===== config.mk =====
export PLATFORM = sky130hd
export DESIGN_NAME = proc_run_ctrl
export DESIGN_NICKNAME = d
export VERILOG_FILES = /design/src/rtl/proc_run_ctrl.sv
export SDC_FILE = /design/constraint.sdc
export NUM_CORES = 1
export LEC_CHECK = 0
export CORE_MARGIN = 2
export CORE_UTILIZATION = 51
export CTS_CLUSTER_SIZE = 12
export DETAILED_ROUTE_END_ITERATION = 8
export GPL_TIMING_DRIVEN = 1
export PLACE_DENSITY = 0.87
export SYNTH_ARGS = -nofsm -noshare
export SYNTH_HDL_FRONTEND = slang
export SYNTH_SLANG_ARGS = --single-unit

===== constraint.sdc =====
create_clock -name CLOCK_50 -period 6.8 [get_ports CLOCK_50]
set_clock_uncertainty 0.1 [all_clocks]
set_input_delay 2.04 -clock CLOCK_50 [delete_from_list [all_inputs] [get_ports CLOCK_50]]
set_output_delay 2.04 -clock CLOCK_50 [all_outputs]
set_load 0.05 [all_outputs]

===== src/rtl/proc_run_ctrl.sv =====
// Purpose : bring-up run controller for processor_arm: sequences core reset, bounds the run,
//           detects end of program (halt or timeout), pulses dump and gathers DM write stats.
// Latency : every output is registered and changes one cycle after the condition that causes it.
//           There is no backpressure: the inputs are snooped every cycle, and start is a one-shot
//           that is only honoured in DONE.
//
// Ports
//   CLOCK_50        system clock, rising edge
//   reset           asynchronous active-low reset
//   start           single-cycle rerun request (used only in DONE)
//   pc              core program counter (snooped)
//   DM_writeEnable  core data-memory write strobe (snooped)
//   DM_addr         core data-memory address (snooped)
//   DM_writeData    core data-memory write data (snooped)
//   proc_reset      active-high reset to the core
//   dump            memory-dump request to the core
//   done            run finished
//   halted          1 = run ended by halt, 0 = ended by timeout (valid with done)
//   cycle_count     RUN cycles elapsed, saturating
//   wr_count        DM writes seen in RUN, saturating
//   watch_hit       sticky flag: a RUN write hit WATCH_ADDR
//   watch_data      data of the most recent RUN write to WATCH_ADDR
module proc_run_ctrl #(
   parameter int             N            = 64,
   parameter int             RESET_CYCLES = 2,
   parameter int             MAX_CYCLES   = 130,
   parameter int             HALT_WINDOW  = 4,
   parameter int             DUMP_CYCLES  = 2,
   parameter logic [N-1:0]   WATCH_ADDR   = 'h8
) (
   input  logic         CLOCK_50,
   input  logic         reset,
   input  logic         start,
   input  logic [N-1:0] pc,
   input  logic         DM_writeEnable,
   input  logic [N-1:0] DM_addr,
   input  logic [N-1:0] DM_writeData,
   output logic         proc_reset,
   output logic         dump,
   output logic         done,
   output logic         halted,
   output logic [31:0]  cycle_count,
   output logic [15:0]  wr_count,
   output logic         watch_hit,
   output logic [N-1:0] watch_data
);

   // A counter width of at least 1 bit is kept even when the phase length is 1.
   localparam int HCW = (RESET_CYCLES > 1) ? $clog2(RESET_CYCLES) : 1;
   localparam int DCW = (DUMP_CYCLES  > 1) ? $clog2(DUMP_CYCLES)  : 1;
   localparam int SCW = $clog2(HALT_WINDOW + 1);

   localparam logic [HCW-1:0] HOLD_LAST = HCW'(RESET_CYCLES - 1);
   localparam logic [DCW-1:0] DUMP_LAST = DCW'(DUMP_CYCLES - 1);
   localparam logic [SCW-1:0] SAME_LAST = SCW'(HALT_WINDOW - 1);
   localparam logic [31:0]    CYC_LAST  = 32'(MAX_CYCLES - 1);

   typedef enum logic [1:0] {
      S_HOLD = 2'd0,
      S_RUN  = 2'd1,
      S_DUMP = 2'd2,
      S_DONE = 2'd3
   } state_t;

   state_t         state;
   state_t         state_nxt;

   logic [HCW-1:0] hold_cnt;
   logic [DCW-1:0] dump_cnt;
   logic [SCW-1:0] same_cnt;
   logic [N-1:0]   pc_q;
   logic           pc_valid;

   logic           hold_last;
   logic           dump_last;
   logic           pc_same;
   logic           halt_det;
   logic           timeout_det;

   // ---------------------------------------------------------------- state register
   always_ff @(posedge CLOCK_50 or negedge reset) begin
      if (!reset) begin
         state <= S_HOLD;
      end else begin
         state <= state_nxt;
      end
   end

   // ---------------------------------------------------------------- next state
   always_comb begin
      state_nxt   = state;
      hold_last   = (hold_cnt == HOLD_LAST);
      dump_last   = (dump_cnt == DUMP_LAST);
      pc_same     = pc_valid && (pc == pc_q);
      halt_det    = pc_same && (same_cnt == SAME_LAST);
      timeout_det = (cycle_count == CYC_LAST);

      case (state)
         S_HOLD:  if (hold_last)               state_nxt = S_RUN;
         S_RUN:   if (halt_det || timeout_det) state_nxt = S_DUMP;
         S_DUMP:  if (dump_last)               state_nxt = S_DONE;
         S_DONE:  if (start)                   state_nxt = S_HOLD;
         default:                              state_nxt = S_HOLD;
      endcase
   end

   // ---------------------------------------------------------------- datapath and outputs
   // The outputs are decoded from state_nxt, so each one is registered yet already matches
   // the state it describes in the first cycle of that state.
   always_ff @(posedge CLOCK_50 or negedge reset) begin
      if (!reset) begin
         proc_reset  <= 1'b1;
         dump        <= 1'b0;
         done        <= 1'b0;
         halted      <= 1'b0;
         cycle_count <= '0;
         wr_count    <= '0;
         watch_hit   <= 1'b0;
         watch_data  <= '0;
         hold_cnt    <= '0;
         dump_cnt    <= '0;
         same_cnt    <= '0;
         pc_q        <= '0;
         pc_valid    <= 1'b0;
      end else begin
         // In DONE the core is held in reset. In DUMP it is released so that it can
         // keep clocking while the dump takes place.
         proc_reset <= (state_nxt == S_HOLD) || (state_nxt == S_DONE);
         dump       <= (state_nxt == S_DUMP);
         done       <= (state_nxt == S_DONE);

         case (state)
            S_HOLD: begin
               hold_cnt <= hold_last ? '0 : hold_cnt + HCW'(1);
            end

            S_RUN: begin
               if (cycle_count != 32'hFFFF_FFFF) cycle_count <= cycle_count + 32'd1;
               pc_q     <= pc;
               pc_valid <= 1'b1;
               same_cnt <= pc_same ? same_cnt + SCW'(1) : '0;
               dump_cnt <= '0;
               // If both detectors fire in the same cycle, the halt wins.
               if (halt_det || timeout_det) halted <= halt_det;

               if (DM_writeEnable) begin
                  if (wr_count != 16'hFFFF) wr_count <= wr_count + 16'd1;
                  if (DM_addr == WATCH_ADDR) begin
                     watch_hit  <= 1'b1;
                     watch_data <= DM_writeData;
                  end
               end
            end

            S_DUMP: begin
               dump_cnt <= dump_cnt + DCW'(1);
            end

            S_DONE: begin
               if (start) begin
                  cycle_count <= '0;
                  wr_count    <= '0;
                  same_cnt    <= '0;
                  pc_valid    <= 1'b0;
                  halted      <= 1'b0;
                  watch_hit   <= 1'b0;
                  watch_data  <= '0;
                  hold_cnt    <= '0;
               end
            end

            default: ;
         endcase
      end
   end

endmodule


== After elaboration in Yosys (flattened, before gate mapping) ==
Index checks and enable logic that the tools add are counted.

* Bits of input ports: 196
* Flip-flop bits (word level): 189

* Multiplexer cells: 29
* Add/subtract/negate cells: 5
* Reduce and logical (&&, ||, !) cells: 15
* Equality and inequality tests: 17

{| class="wikitable"
|+ Operators by type and width
! operator !! number
|-
| two-way mux 64 bit || 3
|-
| one-hot mux 64 bit (2 select lines) || 1
|-
| == test 64 x 4 -> 1 bit (second input constant) || 1
|-
| == test 64 bit || 1
|-
| two-way mux 32 bit || 2
|-
| one-hot mux 32 bit (2 select lines) || 1
|-
| two-way mux 16 bit || 3
|-
| adder 32 x 1 -> 32 bit (second input constant) || 1
|-
| == test 32 x 8 -> 1 bit (second input constant) || 1
|-
| inequality test 32 bit (second input constant) || 1
|-
| one-hot mux 16 bit (2 select lines) || 1
|-
| adder 16 x 1 -> 16 bit (second input constant) || 1
|-
| inequality test 16 bit (second input constant) || 1
|-
| inequality test 2 bit (second input constant) || 6
|-
| one-hot mux 1 bit (2 select lines) || 5
|-
| == test 2 bit (second input constant) || 4
|-
| two-way mux 2 bit || 4
|-
| one-hot mux 2 bit (4 select lines) || 1
|-
| AND reduction 4 bit || 2
|-
| two-way mux 3 bit || 2
|-
| one-hot mux 3 bit (2 select lines) || 1
|-
| AND reduction 3 bit || 2
|-
| nonzero test 2 bit || 3
|-
| two-way mux 1 bit || 5
|-
| other kinds (8) || 13
|}

== Logic depth before layout (Yosys ltp) ==
Gate-level depths: netlist of run 1.

* Word-level depth: 8
* Mapped depth: 10

== Worst setup path after synthesis of run 1 ==
OpenSTA, ideal clock, no wires.

* Kind: input to register
* Start: input port DM_addr[27]
* End: register watch_data[0]
* Buffers on the path: 2
* Data required time: 6.575 ns
* Slack: 2.840 ns
* Data arrival time: 3.735 ns
* Stages: 7
* Cell sequence: or4_1 nor4b_2 nand4_1 a21oi_2 buf_6 buf_12 mux2_4

* Cells in the longest elaborated chain, start to end: 3

{| class="wikitable"
|+ Ends and longest elaborated chain
! element !! RTL line !! text
|-
| from (decl) || 36 || <nowiki>input logic [N-1:0] DM_addr,</nowiki>
|-
| == test 64 x 4 -> 1 bit || 148 || <nowiki>if (DM_addr == WATCH_ADDR) begin</nowiki>
|-
| inequality test 2 bit (no line) || -- ||
|-
| AND reduction 4 bit (no line) || -- ||
|-
| to (signal assigned) || 150 || <nowiki>watch_data <= DM_writeData;</nowiki>
|-
| to (decl) || 45 || <nowiki>output logic [N-1:0] watch_data</nowiki>
|}

Every way passes these cells.
A chain may end at the register's enable or synchronous reset.

== Worst setup path after layout of run 1 ==
* Start: input port DM_addr[50]
* End: register watch_data[22]

Same word-level chain as after synthesis.

==> results of run 1 <==
## metrics by stage
| step | util, % | hold slack, ns | power [mW] | setup WS (ns) | cells |
|---|---|---|---|---|---|
| after global routing | 71.8 | 0.423 | 2.71 | 2.15 | 1471 |
| after detailed placement | 68.6 | 0.387 | 1.58 | 1.78 | 1439 |
| final | 71.8 | 0.397 | 2.62 | 2.19 | 1471 |
| after CTS | 71.8 | 0.404 | 2.63 | 2.24 | 1471 |
| after global placement | 68.6 | 0.370 | 1.57 | 1.80 | 1439 |
| after floorplan | - | 0.354 | 1.37 | 2.84 | 896 |
## flip-flops by register name (all words and copies together) (netlist names)
signal,flops
cycle_count,32
done,1
dump,1
dump_cnt,1
halted,1
hold_cnt,1
pc_q,64
pc_valid,1
proc_reset,1
same_cnt,3
state,2
watch_data,64
watch_hit,1
wr_count,16
## final cells by class
cell class	instances	area, sq um	share of cell area (%)
clock buffers	17	425	3.06
clock inverters	15	196	1.41
inverters	18	67.6	0.486
multi-input cells	649	4960	35.7
flip-flops and latches	189	4730	34.1
well taps	265	332	2.39
repair buffers	318	3170	22.8
## worst max-delay path: stages
cell and delay, ns:
clkdlybuf4s50_1 0.41, nor4_1 0.48, nand4_1 0.21, nor3_1 0.26, nand4_1 0.19, a21oi_4 0.20, buf_4 0.60, mux2_2 0.41
## kinds of logic after synthesis
| group | count (synthesis) |
|---|---|
| simple gates | 353 |
| flops | 189 |
| fa+ha+maj | 10 |
| xor+xnor | 71 |
| mux | 135 |
| buf+inv | 58 |
| compound gates | 80 |
## report_power, final
group          internal, mW  leakage, nW  switching (mW)
registers              1.16         2.43          0.0368
logic                 0.193         2.91           0.174
clock network         0.564        0.298           0.494
## worst min path at each step
stage / start / slack [ns] / cells past startpoint / endpoint
floorplan: same_cnt[1]$_DFFE_PN0P_ / 0.35 / 2 / same_cnt[1]$_DFFE_PN0P_
global placement: same_cnt[1]$_DFFE_PN0P_ / 0.37 / 2 / same_cnt[1]$_DFFE_PN0P_
detailed placement: same_cnt[1]$_DFFE_PN0P_ / 0.39 / 2 / same_cnt[1]$_DFFE_PN0P_
CTS: same_cnt[1]$_DFFE_PN0P_ / 0.40 / 2 / same_cnt[1]$_DFFE_PN0P_
global route: watch_data[6]$_DFFE_PN0P_ / 0.42 / 1 / watch_data[6]$_DFFE_PN0P_
finish: same_cnt[1]$_DFFE_PN0P_ / 0.40 / 2 / same_cnt[1]$_DFFE_PN0P_
## layout by cell type (no fill, tap or decap), types with 3 or more instances in the layout
master	n
clkdlybuf4s50_1	311
dfrtp_1	188
mux2_2	78
xnor2_1	66
nor2b_1	66
mux2_4	50
nand2_1	48
nand4_1	43
nor2_1	39
nor3_1	36
nor4_1	33
o21ai_0	32
nand2b_1	26
nand3_1	23
a21oi_1	18
inv_1	18
clkbuf_16	17
and4_1	9
ha_1	8
mux2i_1	7
buf_4	6
or3_1	5
o22ai_1	5
xor2_1	5
or4_1	4
nor4b_1	4
a21o_1	4
inv_6	4
inv_8	4
o211a_1	3
nor3b_1	3
and3_1	3
## per-layer routing
layer	global-route usage, %	wire [microns]
met1	32.4	11000
met2	43.8	13600
met3	7.65	2090
met4	8.05	549
met5	0	0
==> results.toml, run 1 <==
[run_status]
status = "complete, no violations"

[sta]
fmax_mhz = 217
setup_tns_ns = 0
setup_viol = 0
post-route-period-util_pct = 67.8
fin_crit_ns = 4.61
rsz0062_at_grt = "no"
tightest_slew_ns = 1.08
slew_violations = 0
hold_violations = 0
slew-limit-headroom_pct = 28.2

[synth]
synth_xor_area_share_pct = 6.22
ys_ff_latch = 189
synthMuxAreaShare_pct = 17.0
synth_top_family_by_area = "simple AND/OR/NAND/NOR gates"
yosys.area_share.simple_pct = 19.9
avgSynthCellArea_sq_um = 11.2
synth_compound_area_share_pct = 5.00
yosys.cell_types.count = 56
seq_area_frac_synth_pct = 47.3
ys_top_cells_by_count = "dfrtp_1 (188), mux2_2 (78), nor2b_1 (66), xnor2_1 (66), mux2_4 (50)"
synthArstFlopShare_pct = 100
ys_warn_count = 0
yosysMostFrequentCell = "dfrtp_1"
yosys-top-cells-area = "dfrtp_1 (47%), mux2_2 (8.8%), mux2_4 (7.5%), xnor2_1 (5.8%), nor2b_1 (4.1%)"
synth-edff-count = 0
synth.top_cell.area_share_pct = 47.1
syn_inst = 896
syn-cell-area_sq_um = 9990
synth_top_area_cell = "dfrtp_1"
syn_nets = 1102
synthAdderAreaFrac_pct = 1.25
synthFlopType = "dfrtp_1"

[layout]
drive_gt1_share_pct = 14.8
finish.instance_area_sq_um = 13900
num-nets-final = 1399
syn2layout_area_growth_pct = 39.0
fillCellCount = 1358
num_antenna_cells = 0

[route]
vias = 8055
vias_per_cell = 5.48
first_pass_iters = 5
ant_nets = 0
drtIter0Drc = 437
drt_wl_total_mm = 27.2
drc_errors = 0
routedWlPerCell_microns = 18.5

[worst_setup_path]
cp_max_fo = 43
cp-startpoint = "DM_addr[50]"
cp-start-kind = "primary input"
crit_path_end_kind = "flip-flop"
r2r_slack_ns = 2.89
r2r_start = "state[1]$_DFF_PN0_"
reg2reg_depth = 8
cp.required_ns = 7.02
critPathArrivalTime_ns = 4.83
worstSetupPathType = "primary input to flip-flop"
r2r-end = "wr_count[15]$_DFFE_PN0P_"
endpoint = "watch_data[22]$_DFFE_PN0P_"

[floorplan]
die_h_microns = 144
die_area_sq_um = 20700
core_area_sq_um = 19300
start_util_pct = 51.7
die_w_microns = 144
io_pins = 313
rows = 51

[power]
power.density_nw_per_um2 = 189
p_leak_nw = 5.64
irDropWorstVdd_mv = 0.184

[clocking]
clockBufferDepth = 2
cts_tree = "yes"
cts_buffers = 17
ctsResizeCount = 0
htreeDepth = 4
post_cts.repair.setup_buffers = 0
cts_root_buffer = "clkbuf_16"
cts_hold_buf = 0
clkSinkCount = 189
cts.clk_slew.worst_paths_ns = 0.07
clkLatencyLatePin_ns = 0.44

[job]
max-cap-violations = 0

[placement]
gp_congestion = 0.824
post_dp_cell_area_sq_um = 13300
hpwlAfterDp_mm = 19.9
port_buffers = 312

[global_route]
grt_pass1_wl_mm = 41.9
grt-ovfl-total = 0
grt_pass1_vias = 8117
antenna_found_initial = 0
grt_max_degree = 110
track_usage_pct = 26.0

[hold_path]
min_path_type = "flip-flop to flip-flop"
Note: power is estimated with default switching activity, not from simulation.
==> run 2: changes to the inputs <==
- CORE_UTILIZATION: 51 -> 47
- PLACE_DENSITY: 0.87 -> 0.81
- clock period: 6.8 -> 4.3 ns (I/O delays scaled with it)
==> run 2 against run 1 <==
  * First-iteration DRC count decreased by 12%
  * Final area increased by 0.46%
  * Via count decreased by 0.82%
  * Register-to-register slack got worse by 1.7 ns
  * Combinational power increased by 59%
  * Routed wire length increased by 1.0%
  * Total power increased by 56%
  * Utilization decreased by 5.2 points
  * Hold slack improved by 0.013 ns
  * Critical path depth unchanged
  * Global-route usage decreased by 1.7 points
  * Critical path type unchanged
  * Largest cell class unchanged
  * Largest power group unchanged
  * Highest routed layer is now met5
==> results.toml, run 2 (synthesis gave the netlist of run 1 again) <==
[placement]
gp_congestion = 0.865
port_buffers = 312
post_dp_cell_area_sq_um = 13400
hpwlAfterDp_mm = 20.6

[layout]
finish.instance_area_sq_um = 14000
drive_gt1_share_pct = 15.1
fillCellCount = 1620
num-nets-final = 1404
final_util_pct = 66.6
reg_top3 = "pc_q: 64 flops, watch_data: 64 flops, cycle_count: 32 flops"
layout_common_cells = "clkdlybuf4s50_1 (311), dfrtp_1 (188), mux2_2 (78)"
syn2layout_area_growth_pct = 39.6
final_common_cell = "clkdlybuf4s50_1"
num_antenna_cells = 0

[power]
irDropWorstVdd_mv = 0.261
power.density_nw_per_um2 = 293
p_leak_nw = 5.67

[worst_setup_path]
cp.required_ns = 4.52
reg2reg_depth = 10
cp_slowest_cell = "clkdlybuf4s50_1"
cp-start-kind = "primary input"
crit_family = "simple AND/OR/NAND/NOR gates"
cp_cell_sequence = "clkdlybuf4s50_1 -> nor4_1 -> nand3_1 -> nor3_1 -> nand4_1 -> a21oi_4 -> buf_12 -> mux2_2"
cp_max_fo = 35
worstSetupPathType = "primary input to flip-flop"
critPathArrivalTime_ns = 3.72
crit_buf_inv = 2
cp_num_cells = 8
critical_path.max_stage_delay_ns = 0.48
crit_path_end_kind = "flip-flop"

[sta]
post-route-period-util_pct = 81.2
rsz0062_at_grt = "no"
fin_crit_ns = 3.49
hold_violations = 0
slew_violations = 0
setup_tns_ns = 0
tightest_slew_ns = 0.965
setup_viol = 0
fmax_mhz = 286
slew-limit-headroom_pct = 35.7

[hold_path]
min_path_type = "flip-flop to flip-flop"
hold_depth = 2

[floorplan]
die_h_microns = 150
rows = 53
core_area_sq_um = 21000
die_w_microns = 150
die_area_sq_um = 22400
start_util_pct = 47.7
io_pins = 313

[job]
max-cap-violations = 0

[route]
drtIter0Drc = 384
ant_nets = 0
routedWlPerCell_microns = 18.5
drt_wl_total_mm = 27.5
vias = 7989
vias_per_cell = 5.38
first_pass_iters = 6
drc_errors = 0

[global_route]
grt_pass1_vias = 7882
grt_max_degree = 80
antenna_found_initial = 1
grt_pass1_wl_mm = 42.4
track_usage_pct = 24.3
grt-ovfl-total = 0

[clocking]
cts.clk_slew.worst_paths_ns = 0.08
cts_hold_buf = 0
cts_buffers = 17
ctsResizeCount = 0
clockBufferDepth = 2
clkLatencyLatePin_ns = 0.44
htreeDepth = 4
post_cts.repair.setup_buffers = 0
cts_root_buffer = "clkbuf_16"
cts_tree = "yes"
clkSinkCount = 189

[run_status]
status = "complete, no violations"
-- run 2: changes by cell type in the layout (fill, tap and decap cells not counted), sizes merged --
cell | before | now
clkbuf | 18 | 20
bufinv | 2 | 1
buf | 6 | 11
clkinv | 3 | 2
-- run 2: stage by stage --
| stage | hold slack, ns | setup WS [ns] | power (mW) | instances |
|---|---|---|---|---|
| 3_5_place_dp | 0.395 | 0.418 | 2.51 | 1454 |
| 6_report | 0.410 | 0.809 | 4.08 | 1486 |
| 3_3_place_gp | 0.369 | 0.484 | 2.49 | 1454 |
| 5_1_grt | 0.423 | 0.707 | 4.25 | 1486 |
| 2_1_floorplan | 0.354 | 1.09 | 2.17 | 896 |
| 4_1_cts | 0.411 | 0.870 | 4.12 | 1486 |
-- run 2: path summary, 6_finish.rpt --
check | endpoint | start | slack [ns]
max reg2reg | wr_count[8]$_DFFE_PN0P_ | state[1]$_DFF_PN0_ | 1.21
max in group asynchronous | pc_q[24]$_DFFE_PN0P_ | reset | 2.39
min | same_cnt[1]$_DFFE_PN0P_ | same_cnt[1]$_DFFE_PN0P_ | 0.41
max | watch_data[33]$_DFFE_PN0P_ | DM_addr[51] | 0.81
min reg2reg | same_cnt[1]$_DFFE_PN0P_ | same_cnt[1]$_DFFE_PN0P_ | 0.41
min in group asynchronous | watch_data[34]$_DFFE_PN0P_ | reset | 0.75
-- run 2: area by class of cell --
class                   count  area, sq um  area share, %
multi-input cells         649         4960           35.6
flip-flops and latches    189         4730           33.9
repair buffers            323         3250           23.3
clock buffers              19          453           3.25
well taps                 275          344           2.47
clock inverters            13          145           1.04
inverters                  18         67.6          0.484
-- run 2: metal layers --
metal / vias up / global-route usage, % / wire, microns
li1: 3807 / - / -
met1: 3902 / 32.4 / 11900
met2: 241 / 39.1 / 13200
met3: 37 / 6.65 / 1780
met4: 2 / 6.42 / 509
met5: - / 0 / 13
-- run 2: power breakdown --
| part | leakage [nW] | switching (mW) | total [mW] | internal [mW] |
|---|---|---|---|---|
| Clock | 0.290 | 0.752 | 1.61 | 0.858 |
| Combinational | 2.95 | 0.278 | 0.584 | 0.307 |
| Sequential | 2.43 | 0.0584 | 1.89 | 1.83 |
-- run 2: worst min-delay path, cell delays in order, from the launching register on --
cell,delay (ns)
dfrtp_1,0.35
nand2_1,0.06
o21ai_0,0.07
==> run 3: changes to the inputs <==
- clock period: 4.3 -> 3.4 ns (I/O delays scaled with it)
==> run 3 against run 2 <==
  * Utilization is 0.23 points higher
  * Final area is 0.34% higher
  * Sequential cell count stayed put
  * Largest cell class unchanged
  * Highest routed layer is now met4
==> results.toml, run 3 (synthesis gave the netlist of run 1 again) <==
[route]
routedWlPerCell_microns = 18.6
drc_errors = 0
vias_per_cell = 5.40
ant_nets = 0
vias = 8071
drt_wl_total_mm = 27.8
drtIter0Drc = 453
first_pass_iters = 5

[clocking]
cts_buffers = 17
clkSinkCount = 189
cts_tree = "yes"
post_cts.repair.setup_buffers = 0
cts_hold_buf = 0
cts_root_buffer = "clkbuf_16"
clkLatencyLatePin_ns = 0.43
cts.clk_slew.worst_paths_ns = 0.08
clockBufferDepth = 2
ctsResizeCount = 0
htreeDepth = 4

[layout]
drive_gt1_share_pct = 15.7
final_common_cell = "clkdlybuf4s50_1"
final_util_pct = 66.8
layout.cells.non_filler = 1495
reg_top3 = "pc_q: 64 flops, watch_data: 64 flops, cycle_count: 32 flops"
num_antenna_cells = 0
layout_common_cells = "clkdlybuf4s50_1 (311), dfrtp_1 (188), mux2_2 (78)"
num-nets-final = 1413
syn2layout_area_growth_pct = 40.1

[worst_setup_path]
cp.required_ns = 3.63
critical_path.max_stage_delay_ns = 0.53
critPathArrivalTime_ns = 3.47
cp_max_fo = 34
cp-start-kind = "primary input"
cp_cell_sequence = "clkdlybuf4s50_1 -> nor4_1 -> nand4_1 -> nor3_1 -> nand4_1 -> a21oi_4 -> buf_12 -> mux2_2"
crit_top_cell = "nand4_1"
cp_slowest_cell = "nor4_1"
reg2reg_depth = 7
worstSetupPathType = "primary input to flip-flop"
r2r_slack_ns = 0.43
crit_path_end_kind = "flip-flop"
r2r_start = "cycle_count[3]$_DFFE_PN0P_"
r2r-end = "cycle_count[13]$_DFFE_PN0P_"

[power]
power.density_nw_per_um2 = 362
power_frac_comb_pct = 14.7
sw_frac_of_total_pct = 27.1
p_leak_nw = 5.70
power_frac_clock_pct = 38.1
power_frac_seq_pct = 47.2
irDropWorstVdd_mv = 0.328
report.power.total_mw = 5.07
p_int_mw = 3.69
switchingPower_mw = 1.37

[placement]
gp_congestion = 0.857
place_inst = 1463
hpwlAfterDp_mm = 20.7
port_buffers = 312

[floorplan]
core_area_sq_um = 21000
die_area_sq_um = 22400
start_util_pct = 47.7
io_pins = 313
rows = 53
die_w_microns = 150
die_h_microns = 150

[sta]
fmax_mhz = 309
tightest_slew_ns = 0.937
slew-limit-headroom_pct = 37.5
rsz0062_at_grt = "no"
setup_tns_ns = 0
post-route-period-util_pct = 95.3
fin_crit_ns = 3.24
setup_viol = 0
slew_violations = 0
hold_violations = 0

[global_route]
grt_pass1_wl_mm = 42.9
track_usage_pct = 24.5
grt-ovfl-total = 0
grt_pass1_vias = 7908
grt_max_degree = 79
antenna_found_initial = 0

[hold_path]
min_path_type = "flip-flop to flip-flop"
min_to = "same_cnt[1]$_DFFE_PN0P_"
min-delay-start = "same_cnt[1]$_DFFE_PN0P_"
hold_depth = 2

[run_status]
status = "complete, no violations"

[job]
max-cap-violations = 0
[run 3: cell count changes in the layout (fill, tap and decap cells not counted), sizes merged]
cell      before  now
buf           11   20
clkinv         2    4
inv           26   24
bufinv         1    0
clkinvlp       2    3
[run 3: cell type report]
cell class	instances	area, sq um
inverter	18	67.6
timing repair buffer	332	3330
sequential	189	4730
multi-input combinational	649	4960
clock inverter	13	123
tap	275	344
clock buffer	19	443
fill	1630	6960
[run 3: power by group through the flow]
stage	Combinational [mW]	Clock (mW)	Sequential [mW]
floorplan	0.232	0	2.52
global placement	0.734	0	2.43
detailed placement	0.747	0	2.43
CTS	0.751	1.97	2.39
global route	0.804	2.07	2.40
finish	0.745	1.93	2.39
[run 3: per-layer routing]
| layer | GRT usage [%] | vias to the layer above | wire, microns |
|---|---|---|---|
| li1 | - | 3821 | - |
| met1 | 33.2 | 3984 | 11800 |
| met2 | 39.7 | 242 | 13800 |
| met3 | 6.77 | 24 | 2010 |
| met4 | 4.91 | 0 | 312 |
| met5 | 0 | - | 0 |
[run 3: worst max-delay path, delay by kind of cell]
kind | cells | cell delay (ns)
buffers and inverters | 2 | 0.70
multiplexers | 1 | 0.37
AO/OA/AOI/OAI | 1 | 0.27
AND/OR/NAND/NOR | 4 | 1.09
[run 3: worst max-delay path by stage]
stage	cells after the start	slack, ns	to	from
floorplan	7	0.46	watch_data[0]$_DFFE_PN0P_	DM_addr[27]
global placement	8	-0.16	watch_data[29]$_DFFE_PN0P_	DM_addr[41]
detailed placement	8	-0.24	watch_data[25]$_DFFE_PN0P_	DM_addr[41]
CTS	8	0.21	watch_data[34]$_DFFE_PN0P_	DM_addr[41]
global route	8	0.12	watch_data[34]$_DFFE_PN0P_	DM_addr[41]
finish	8	0.16	watch_data[25]$_DFFE_PN0P_	DM_addr[41]
[run 3: through the flow]
| step | hold WS (ns) | cell area (sq um) | setup WS, ns |
|---|---|---|---|
| finish | 0.395 | 14000 | 0.159 |
| global route | 0.426 | 14000 | 0.115 |
| CTS | 0.402 | 14000 | 0.206 |
| detailed placement | 0.388 | 13400 | -0.245 |
| global placement | 0.372 | 13400 | -0.159 |
| floorplan | 0.354 | 9990 | 0.460 |
